**config.mk**
```make
export PLATFORM = sky130hd
export DESIGN_NAME = rf_writeback_arbiter
export DESIGN_NICKNAME = d
export VERILOG_FILES = /design/src/rtl/rf_writeback_arbiter.sv
export SDC_FILE = /design/constraint.sdc
export NUM_CORES = 1
export LEC_CHECK = 0
export ABC_AREA = 1
export CORE_ASPECT_RATIO = 0.6
export CORE_MARGIN = 3
export CORE_UTILIZATION = 50
export DETAILED_ROUTE_END_ITERATION = 10
export PLACE_DENSITY_LB_ADDON = 0.25
export REMOVE_ABC_BUFFERS = 1
export SLEW_MARGIN = 20
export SYNTH_ARGS = -nofsm -noshare
export SYNTH_HDL_FRONTEND = slang
export SYNTH_SLANG_ARGS = --single-unit
```
**constraint.sdc**
```tcl
create_clock -name clk -period 5.1 [get_ports clk]
set_clock_uncertainty 0.2 [all_clocks]
set_input_delay 1.02 -clock clk [delete_from_list [all_inputs] [get_ports clk]]
set_output_delay 1.02 -clock clk [all_outputs]
set_load 0.1 [all_outputs]
```
**src/rtl/rf_writeback_arbiter.sv**
```systemverilog
`default_nettype none
// ============================================================================
// Module      : rf_writeback_arbiter
// Description : Merges pipeline writeback and buffered M-unit results onto the
//               single register-file write port; tracks outstanding M-unit rd.
// Revision    : 1.0 - initial release
// ============================================================================
module rf_writeback_arbiter #(
    parameter int DEPTH = 2
) (
    input  logic                       clk,
    input  logic                       rst,
    input  logic                       wb_valid,
    input  logic [4:0]                 wb_rd,
    input  logic [31:0]                wb_data,
    input  logic                       md_issue,
    input  logic [4:0]                 md_issue_rd,
    input  logic                       md_valid,
    input  logic [4:0]                 md_rd,
    input  logic [31:0]                md_data,
    output logic                       md_ready,
    output logic                       rf_we,
    output logic [4:0]                 rf_waddr,
    output logic [31:0]                rf_wdata,
    output logic [31:0]                pending,
    output logic [$clog2(DEPTH):0]     fifo_count
);

    localparam int AW = $clog2(DEPTH);
    localparam logic [AW:0] c_full = (AW+1)'(DEPTH);

    logic [4:0]    r_mem_rd   [DEPTH];
    logic [31:0]   r_mem_data [DEPTH];
    logic [AW-1:0] r_wptr;
    logic [AW-1:0] r_rptr;
    logic [AW:0]   r_count;
    logic [31:0]   r_pending;

    logic          w_wb_take;
    logic          w_push;
    logic          w_pop;
    logic          w_nonempty;
    logic [4:0]    w_head_rd;
    logic [31:0]   w_head_data;
    logic [31:0]   w_pending_nxt;

    // Readiness looks only at registered occupancy, so a full FIFO never
    // accepts even when its head drains this cycle.
    assign md_ready    = rst && (r_count < c_full);
    assign w_push      = md_valid && md_ready && (md_rd != 5'd0);
    assign w_nonempty  = (r_count != '0);
    assign w_wb_take   = wb_valid && (wb_rd != 5'd0);
    assign w_pop       = rst && !w_wb_take && w_nonempty;
    assign w_head_rd   = r_mem_rd[r_rptr];
    assign w_head_data = r_mem_data[r_rptr];

    always_comb begin
        rf_we    = 1'b0;
        rf_waddr = 5'd0;
        rf_wdata = 32'd0;
        if (rst && w_wb_take) begin
            rf_we    = 1'b1;
            rf_waddr = wb_rd;
            rf_wdata = wb_data;
        end else if (w_pop) begin
            rf_we    = 1'b1;
            rf_waddr = w_head_rd;
            rf_wdata = w_head_data;
        end
    end

    // Set is applied after clear so a same-cycle reissue keeps the bit high.
    always_comb begin
        w_pending_nxt = r_pending;
        if (w_pop) begin
            w_pending_nxt[w_head_rd] = 1'b0;
        end
        if (md_issue) begin
            w_pending_nxt[md_issue_rd] = 1'b1;
        end
        w_pending_nxt[0] = 1'b0;
    end

    always_ff @(posedge clk) begin
        if (w_push) begin
            r_mem_rd[r_wptr]   <= md_rd;
            r_mem_data[r_wptr] <= md_data;
        end
    end

    always_ff @(posedge clk) begin
        if (!rst) begin
            r_wptr    <= '0;
            r_rptr    <= '0;
            r_count   <= '0;
            r_pending <= 32'd0;
        end else begin
            if (w_push) begin
                r_wptr <= r_wptr + 1'b1;
            end
            if (w_pop) begin
                r_rptr <= r_rptr + 1'b1;
            end
            case ({w_push, w_pop})
                2'b10:   r_count <= r_count + 1'b1;
                2'b01:   r_count <= r_count - 1'b1;
                default: r_count <= r_count;
            endcase
            r_pending <= w_pending_nxt;
        end
    end

    assign pending    = r_pending;
    assign fifo_count = r_count;

`ifndef SYNTHESIS
    a_no_push_full: assert property (@(posedge clk) disable iff (!rst)
        !(w_push && (r_count == c_full)));
    a_no_pop_empty: assert property (@(posedge clk) disable iff (!rst)
        !(w_pop && !w_nonempty));
    a_no_reissue: assert property (@(posedge clk) disable iff (!rst)
        !(md_issue && (md_issue_rd != 5'd0) && r_pending[md_issue_rd]
          && !(w_pop && (w_head_rd == md_issue_rd))));
`endif

endmodule
`default_nettype wire

```
### Word level (Yosys, flattened, before mapping)

Memories as Yosys holds them, arrays and structs flattened. A register that Yosys moved wholly into a read port is not among the register bits.
Index checks and enable logic that the tools add are counted.

* flip-flop bits (word level): 36
* logic and storage cells: 54
* bits in writable memories: 74
* output and inout port bits: 73
* memories kept: 2

* muxes and demuxes: 19
* equality and inequality tests: 2
* reduce and logical (&&, ||, !) cells: 14
* bitwise gates (word level): 3
* $add $sub $neg: 4
* magnitude comparators: 5

Memory list
* r_mem_data: words 2, bits a word 32, read ports 1, clocked after Yosys merged registers in 1, wr ports 1, RTL line 33 `logic [31:0] r_mem_data [DEPTH];`
* r_mem_rd: words 2, bits a word 5, read ports 1, clocked after Yosys merged registers in 1, wr ports 1, RTL line 32 `logic [4:0] r_mem_rd [DEPTH];`

Operators by type and width (count)
* 32-bit 2-to-1 mux: 4
* 32-bit AND: 1
* 32-bit NOT: 1
* 32-bit bitwise OR: 1
* 5-bit by 6-bit less-than comparator with 1-bit output, second input constant: 2
* 1-bit demux with 5-bit select: 2
* 5-bit by 1-bit >= comparator with 1-bit output, second input constant: 2
* 1-bit 2-to-1 mux: 10
* 5-bit 2-to-1 mux: 2
* 5-bit nonzero test: 2
* 1-bit logical AND: 9
* 2-bit one-hot mux with 2 select lines: 1
* 2-bit nonzero test: 2
* 1-bit adder, second input constant: 2
* 2-bit by 1-bit adder with 2-bit output, second input constant: 1
* 2-bit by 1-bit equality test with 1-bit output, second input constant: 1
* 2-bit equality test, second input constant: 1
* 2-bit less-than comparator, second input constant: 1
* 2-bit by 1-bit subtractor with 2-bit output, second input constant: 1
* 1-bit zero test: 1

### Logic depth before layout (Yosys ltp)

Gate-level depths: netlist of run 1.

* word-level depth: 9
* gate-level depth with buffers: 9
* gate-level depth less buffers: 8

### Worst setup path before layout of run 1

No wires, ideal clock.

* path type: in2out
* from: in wb_rd[2]
* to: out rf_wdata[10]
* buffers on the path: 1
* stages on the path: 6
* arrival time: 3851 ps
* slack: 29 ps
* required time: 3880 ps
* cells stage by stage: nor2_1 nand3_2 nand2_1 nand2_1 buf_2 o31ai_1

* cells in the longest elaborated chain, start to end: 7
* elaborated cells on any way between the ends: 8

Ends and longest elaborated chain
* from (decl): RTL line 14 `input logic [4:0] wb_rd,`
* 5-bit nonzero test *: RTL line 52 `assign w_wb_take = wb_valid && (wb_rd != 5'd0);`
* 1-bit logical AND *: RTL line 52
* 1-bit zero test: RTL line 53 `assign w_pop = rst && !w_wb_take && w_nonempty;`
* 1-bit logical AND (2 in a row): RTL line 53
* 32-bit 2-to-1 mux: RTL line 65 `end else if (w_pop) begin`
* 32-bit 2-to-1 mux *: RTL line 61 `if (rst && w_wb_take) begin`
* to (decl): RTL line 24 `output logic [31:0] rf_wdata,`

Every way passes the cells marked *; elsewhere a longest branch is shown, timed or not.

### Worst setup path after layout of run 1

* from: in wb_rd[2]
* to: out rf_waddr[3]

* cells in the longest elaborated chain, start to end: 7
* elaborated cells on any way between the ends: 8

Ends and longest elaborated chain
* 5-bit nonzero test *: RTL line 52
* 1-bit logical AND *: RTL line 52
* 1-bit zero test: RTL line 53
* 1-bit logical AND (2 in a row): RTL line 53
* 5-bit 2-to-1 mux: RTL line 65
* 5-bit 2-to-1 mux *: RTL line 61
* to (decl): RTL line 23 `output logic [4:0] rf_waddr,`

Marks and branches as above.

==> results of run 1 <==
-- metrics by stage --
stage	utilization, %	instances	power, mW	instance area (um2)	hold slack, ps
after global placement	74.1	796	1.67	7010	249
after floorplan	-	503	1.41	4840	297
after global routing	77.2	812	2.43	7310	285
after CTS	77.2	812	2.35	7300	261
after detailed placement	74.1	796	1.69	7010	250
final	77.2	812	2.35	7310	263
-- logic make-up (layout without fill, tap and decap cells) --
logic type | after synthesis | after routing | synth area share, %
other cells | 1 | 1 | 0.0750
buf+inv | 57 | 206 | 5.23
flops | 110 | 110 | 58.8
fa+ha+maj | 1 | 1 | 0.250
xor+xnor | 2 | 2 | 0.350
simple gates | 283 | 283 | 25.0
compound gates | 79 | 79 | 10.2
-- flip-flops by register name (all words and copies together), names as in the netlist, named ones only --
register and flops:
r_mem_rd 10, pending 31, fifo_count 2, r_wptr 1
r_rptr 1, r_mem_data 64
-- power groups by stage --
stage | combinational [mW] | clock (mW) | sequential, mW
3_5_place_dp | 0.667 | 0 | 1.02
6_report | 0.674 | 0.676 | 1.00
2_1_floorplan | 0.345 | 0 | 1.07
5_1_grt | 0.703 | 0.720 | 1.00
3_3_place_gp | 0.654 | 0 | 1.02
4_1_cts | 0.671 | 0.683 | 1.00
-- cell usage after synthesis --
| master | instances |
|---|---|
| nand2_1 | 114 |
| nor2_1 | 103 |
| edfxtp_1 | 74 |
| dfxtp_1 | 36 |
| a21oi_1 | 32 |
| nand4_1 | 32 |
| o31ai_1 | 27 |
| inv_1 | 24 |
| clkbuf_1 | 13 |
| nor3_1 | 12 |
| buf_2 | 11 |
| nand2_2 | 9 |
| nand3_2 | 9 |
| o21ai_0 | 6 |
| o22ai_1 | 5 |
| o31ai_2 | 5 |
| buf_4 | 3 |
| buf_6 | 3 |
| inv_2 | 3 |
| o21ai_1 | 3 |
| nand3_1 | 2 |
| xor2_1 | 2 |
| a21oi_2 | 1 |
| conb_1 | 1 |
| ha_1 | 1 |
| nand2_4 | 1 |
| nor3_2 | 1 |
-- cell type report --
| cell class | instances | area [um2] | area share [%] |
|---|---|---|---|
| clock inverter | 3 | 17.5 | 0.240 |
| sequential | 110 | 2940 | 40.3 |
| inverter | 27 | 101 | 1.39 |
| multi-input combinational | 366 | 1810 | 24.8 |
| tap | 130 | 163 | 2.23 |
| timing repair buffer | 163 | 2000 | 27.4 |
| clock buffer | 13 | 272 | 3.72 |
-- tightest hold or removal path, delay by kind of cell, from the launching register on --
| family | cells | cell delay (ps) |
|---|---|---|
| AO/OA/AOI/OAI | 1 | 50 |
| flip-flops | 1 | 310 |
| AND/OR/NAND/NOR | 1 | 60 |
-- metal layers --
metal / vias to the layer above / share of wire, % / global-route usage, %
li1: 2132 / - / -
met1: 2183 / 40 / 36.4
met2: 247 / 47 / 42.7
met3: 20 / 11 / 8.61
met4: 0 / 1.4 / 6.31
met5: - / 0 / 0
-- final timing paths --
| kind | from | end | slack (ps) | depth (start not counted) |
|---|---|---|---|---|
| max | wb_rd[2] | rf_waddr[3] | 850 | 7 |
| min | pending[24]$_SDFF_PN0_ | pending[24]$_SDFF_PN0_ | 260 | 2 |
| max reg2reg | register | pending[1]$_SDFF_PN0_ | 2520 | 9 |
| min reg2reg | pending[24]$_SDFF_PN0_ | pending[24]$_SDFF_PN0_ | 260 | 2 |
-- cell usage in the layout (no fill, tap or decap) --
cell type / instances
nand2_2: 9
edfxtp_1: 74
clkbuf_16: 10
nand2_1: 114
clkinv_2: 2
nor2_1: 102
nor3_2: 2
nor3_1: 11
a21oi_2: 1
clkinvlp_4: 1
clkbuf_8: 1
dfxtp_1: 36
nand2_4: 1
buf_12: 39
ha_1: 1
nand4_1: 32
o21ai_1: 3
inv_1: 24
a21oi_1: 32
nand3_1: 2
o31ai_1: 27
nand3_2: 9
nor2_4: 1
xor2_1: 2
clkbuf_1: 2
conb_1: 1
buf_4: 8
o31ai_2: 5
inv_2: 3
clkdlybuf4s50_1: 116
o21ai_0: 6
o22ai_1: 5
==> summary.md, run 1 <==
| Metric | Value |
|---|---|
| Cell Chain, Critical Path | `clkdlybuf4s50_1 > nor2_1 > nand3_2 > buf_4 > nand3_1 > o22ai_1 > buf_12` |
| Post-CTS sizing | `0` |
| Initial antenna violation count | `0` |
| Worst-case clock buffer depth | `2` |
| Fraction of layout instances using a drive strength above 1 | `13.5%` |
| Critical Path AT | `3030 ps` |
| Final period util | `83.4%` |
| Placer congestion estimate | `roughly 0.9` |
| Post CTS Setup Buffer Count | `0` |
| Peak VDD IR | `0.000222 V` |
| Vias/cell | `5.64` |
| Largest stage delay, worst path | `about 470 ps` |
| Core area | `between 9000 and 10,000 um2` |
| HPWL Detailed | `10,600 um` |
| Fin crit period | `4250 ps` |
| Routed Antenna Nets | `0` |
| Ports | `157` |
| Max-slew violations | `0` |
| Vias | `4,582` |
| Wirelength, routed | `15,200 um` |
| Clk slew on worst S/H paths | `70 ps` |
| Clock sinks | `110` |
| Initial Util | `52.9%` |
| Clk network pwr share | `28.8%` |
| Num rows | `27` |
| Unrepaired setup endpoints after global routing | `false` |
| Port bufs | `155` |
| First-pass GRT wire length | `23,800 um` |
| Quantity of hold-fixing buffers added after cts | `0` |
| Seq cells post-synth | `110` |
| Comb pwr share | `28.7%` |
| Layout Nets | `762` |
| Slew HR | `24.5%` |
| CTS tree | `built` |
| Hold crit path type | `reg -> reg` |
| Final setup violation count | `0` |
| ANT cells | `0` |
| Top cell type's share of synthesized area | `between 40 and 50%` |
| Vias in the first global route | `4,471` |
| Grt total ovfl | `0` |
| Run status | `complete, no violations` |
| P_int | `1.58 mW` |
| Residual DRC | `0` |
| Setup slack after layout | `848 ps` |
| Top Family by Delay on Critical Path | `buffers and inverters` |
| Sequential fraction of design power | `between 40% and 50%` |
| Peak fanout along the critical path | `34` |
| Leak | `between 2 and 3 nW` |
| Maximum clock frequency | `between 200 and 250 MHz` |
| Clk Latency, worst-skew pair | `340 ps` |
| Die area | `11,300 um2` |
| Drt first pass iters | `5` |
| Worst-Margin Slew | `1120 ps` |
| Pwr per Cell Area | `322 nW/um2` |
| Yosys cell types | `27` |
| Worst slack, placed | `900 ps` |
| CP startpoint kind | `primary input` |
| Post-synthesis average cell area | `9.38 um2` |
| Synth Warn # | `0` |
| P&R area growth vs syn | `46.1%` |
| Net Switching | `777 uW` |
| Hold Vio Cnt, Final | `0` |
| H-tree depth | `3` |
| CP Class | `in -> out` |
| Synth area leader | `edfxtp_1` |
| MaxCap Viol Count | `0` |
| Setup TNS | `0 ps` |
| CP max stage cell | `clkdlybuf4s50_1` |
| Total track usage | `27.0%` |
| WL/cell | `18.7 um` |
| Vert. Die Dim | `83.5 um` |
| Iteration-0 DRC Markers | `402` |
| Synth top area cells | `edfxtp_1 (44%), dfxtp_1 (14%), nand2_1 (8.6%)` |
| Root Buffer | `clkbuf_16` |
| Fill cell count | `624` |
| Largest net degree at the start of global routing | `44` |
| Num CTS Buffers | `9` |
| Die span in x | `approximately 140 um` |
| Critical path capture point type | `output port` |
| Sw frac | `33.0%` |
| Seq/Total Area, Yosys | `58.8%` |
| CP Data Required Time | `between 3000 and 4000 ps` |
| Mapped Cells | `533` |
| Post-synthesis cell area | `5000 um2` |
| CP Buf/Inv Count | `3` |
Note: power is estimated with default switching activity, not from simulation.
==> run 2, diff against run 1 <==
- CORE_UTILIZATION: 50 -> 42
- clock period: 5.1 -> 3.9 ns (I/O delays scaled with it)
==> summary.md, run 2 (synthesized netlist as in run 1, its figures left out) <==
| Metric | Value |
|---|---|
| Run status | `complete, no violations (unchanged)` |
| H-tree depth | `3 (unchanged)` |
| Initial antenna violation count | `1 (was 0)` |
| Critical Path AT | `2690 ps (was 3030 ps)` |
| ANT cells | `0 (unchanged)` |
| Slew HR | `33.4% (was 24.5%)` |
| Peak VDD IR | `0.000268 V (was 0.000222 V)` |
| Most flops, register | `r_mem_data (unchanged)` |
| Drt first pass iters | `5 (unchanged)` |
| Num CTS Buffers | `9 (unchanged)` |
| CP Launch Point | `wb_rd[2] (unchanged)` |
| Post CTS Setup Buffer Count | `0 (unchanged)` |
| CP Data Required Time | `2920 ps (was 3880 ps)` |
| Vias in the first global route | `4,277 (was 4,471)` |
| Core area | `11,400 um2 (was 9460 um2)` |
| Worst-Margin Slew | `992 ps (was 1120 ps)` |
| Max reg flops | `64 (unchanged)` |
| Post-CTS sizing | `0 (unchanged)` |
| Iteration-0 DRC Markers | `383 (was 402)` |
| Residual DRC | `0 (unchanged)` |
| P&R area growth vs syn | `49.2% (was 46.1%)` |
| Port bufs | `155 (unchanged)` |
| Vert. Die Dim | `90.5 um (was 83.5 um)` |
| Vias/cell | `5.29 (was 5.64)` |
| Fin crit period | `3670 ps` |
| Leading cell type in the layout, fill and taps excluded | `clkdlybuf4s50_1 (unchanged)` |
| R2R Setup Slk | `1770 ps (was 2520 ps)` |
| CP Class | `in -> out (unchanged)` |
| Final period util | `94.2%` |
| MaxCap Viol Count | `0 (unchanged)` |
| Clk Latency, worst-skew pair | `340 ps (about the same)` |
| Pwr per Cell Area | `434 nW/um2 (was 322 nW/um2)` |
| Quantity of hold-fixing buffers added after cts | `0 (unchanged)` |
| Ports | `157 (unchanged)` |
| Fraction of layout instances using a drive strength above 1 | `14.1% (was 13.5%)` |
| Setup slack after layout | `227 ps (was 848 ps)` |
| Worst-case clock buffer depth | `2 (unchanged)` |
| Hold Vio Cnt, Final | `0 (unchanged)` |
| Maximum clock frequency | `272 MHz` |
| Unrepaired setup endpoints after global routing | `false (unchanged)` |
| Num rows | `30 (was 27)` |
| Most frequent cells in the layout | `clkdlybuf4s50_1 (115), nand2_1 (114), nor2_1 (102), edfxtp_1 (74), buf_12 (42) (was clkdlybuf4s50_1 (116), nand2_1 (114), nor2_1 (102), edfxtp_1 (74), buf_12 (39))` |
| First-pass GRT wire length | `23,200 um (was 23,800 um)` |
| Sequential fraction of design power | `40.4% (was 42.6%)` |
| Worst Min Path Start | `pending[20]$_SDFF_PN0_ (was pending[24]$_SDFF_PN0_)` |
| Setup TNS | `0 ps (unchanged)` |
| Fill cell count | `897 (was 624)` |
| Root Buffer | `clkbuf_16 (unchanged)` |
| P_int | `2.21 mW (was 1.58 mW)` |
| Net Switching | `1.03 mW (was 777 uW)` |
| Wirelength, routed | `14,900 um (was 15,200 um)` |
| Die span in x | `147 um (was 135 um)` |
| Clk network pwr share | `32.2% (was 28.8%)` |
| Max-slew violations | `0 (unchanged)` |
| Total track usage | `22.2% (was 27.0%)` |
| Design Power | `3.24 mW (was 2.35 mW)` |
| Initial Util | `43.7% (was 52.9%)` |
| HPWL Detailed | `10,700 um (was 10,600 um)` |
| Clock sinks | `110 (unchanged)` |
| Layout Nets | `766 (was 762)` |
| Die area | `13,300 um2 (was 11,300 um2)` |
| Critical path capture point type | `output port (unchanged)` |
| Sw frac | `31.8% (was 33.0%)` |
| Vias | `4,476 (was 4,582)` |
| Fin util | `65.2% (was 77.2%)` |
| Clk slew on worst S/H paths | `70 ps (about the same)` |
| Placer congestion estimate | `0.917 (was 0.904)` |
| Comb pwr share | `27.4% (was 28.7%)` |
| WL/cell | `17.6 um (was 18.7 um)` |
| Largest net degree at the start of global routing | `43 (was 44)` |
| Grt total ovfl | `0 (unchanged)` |
| Peak fanout along the critical path | `34 (unchanged)` |
| Final setup violation count | `0 (unchanged)` |
| Hold crit path type | `reg -> reg (unchanged)` |
| CP startpoint kind | `primary input (unchanged)` |
| Leak | `2.66 nW (was 2.60 nW)` |
| Register area | `2940 um2 (unchanged)` |
| Worst slack, placed | `259 ps (was 900 ps)` |
| CTS tree | `built (unchanged)` |
| Multi-input logic area | `1800 um2 (was 1810 um2)` |
| Routed Antenna Nets | `0 (unchanged)` |
run 2: layout make-up:
cell class	count	area share, %
Multi-Input combinational cell	366	24.2
Inverter	27	1.36
Clock buffer	9	3.02
Timing Repair Buffer	167	27.7
Sequential cell	110	39.4
Clock inverter	7	1.59
Tap cell	160	2.68
run 2: power groups by stage:
stage               clock network, mW  registers [mW]  logic [mW]
floorplan                           0            1.39       0.451
global placement                    0            1.33       0.870
detailed placement                  0            1.33       0.882
CTS                              1.06            1.31       0.886
global route                     1.11            1.31       0.929
finish                           1.04            1.31       0.887
run 2: through the flow:
step	hold WS (ps)	instance area (um2)	cells
after floorplan	297	4840	503
after global placement	247	7120	830
after detailed placement	254	7120	830
after CTS	264	7460	846
after global routing	281	7460	846
final	263	7460	846
run 2: metal layers:
metal | share of wire, % | vias up | track usage, %
li1 | - | 2139 | -
met2 | 45 | 208 | 34.5
met3 | 9.4 | 27 | 5.62
met5 | 0.087 | - | 0
met4 | 1.6 | 2 | 5.63
met1 | 44 | 2100 | 31.3
run 2: worst max-delay path, stage by stage:
cell	delay (ps)
clkdlybuf4s50_1	510
nor2_1	70
nand3_2	80
buf_4	360
nand3_1	300
o22ai_1	360
buf_12	220
run 2: final timing paths:
kind | end | depth (start not counted)
max | rf_waddr[0] | 7
min | pending[20]$_SDFF_PN0_ | 2
max reg2reg | pending[25]$_SDFF_PN0_ | 7
min reg2reg | pending[20]$_SDFF_PN0_ | 2
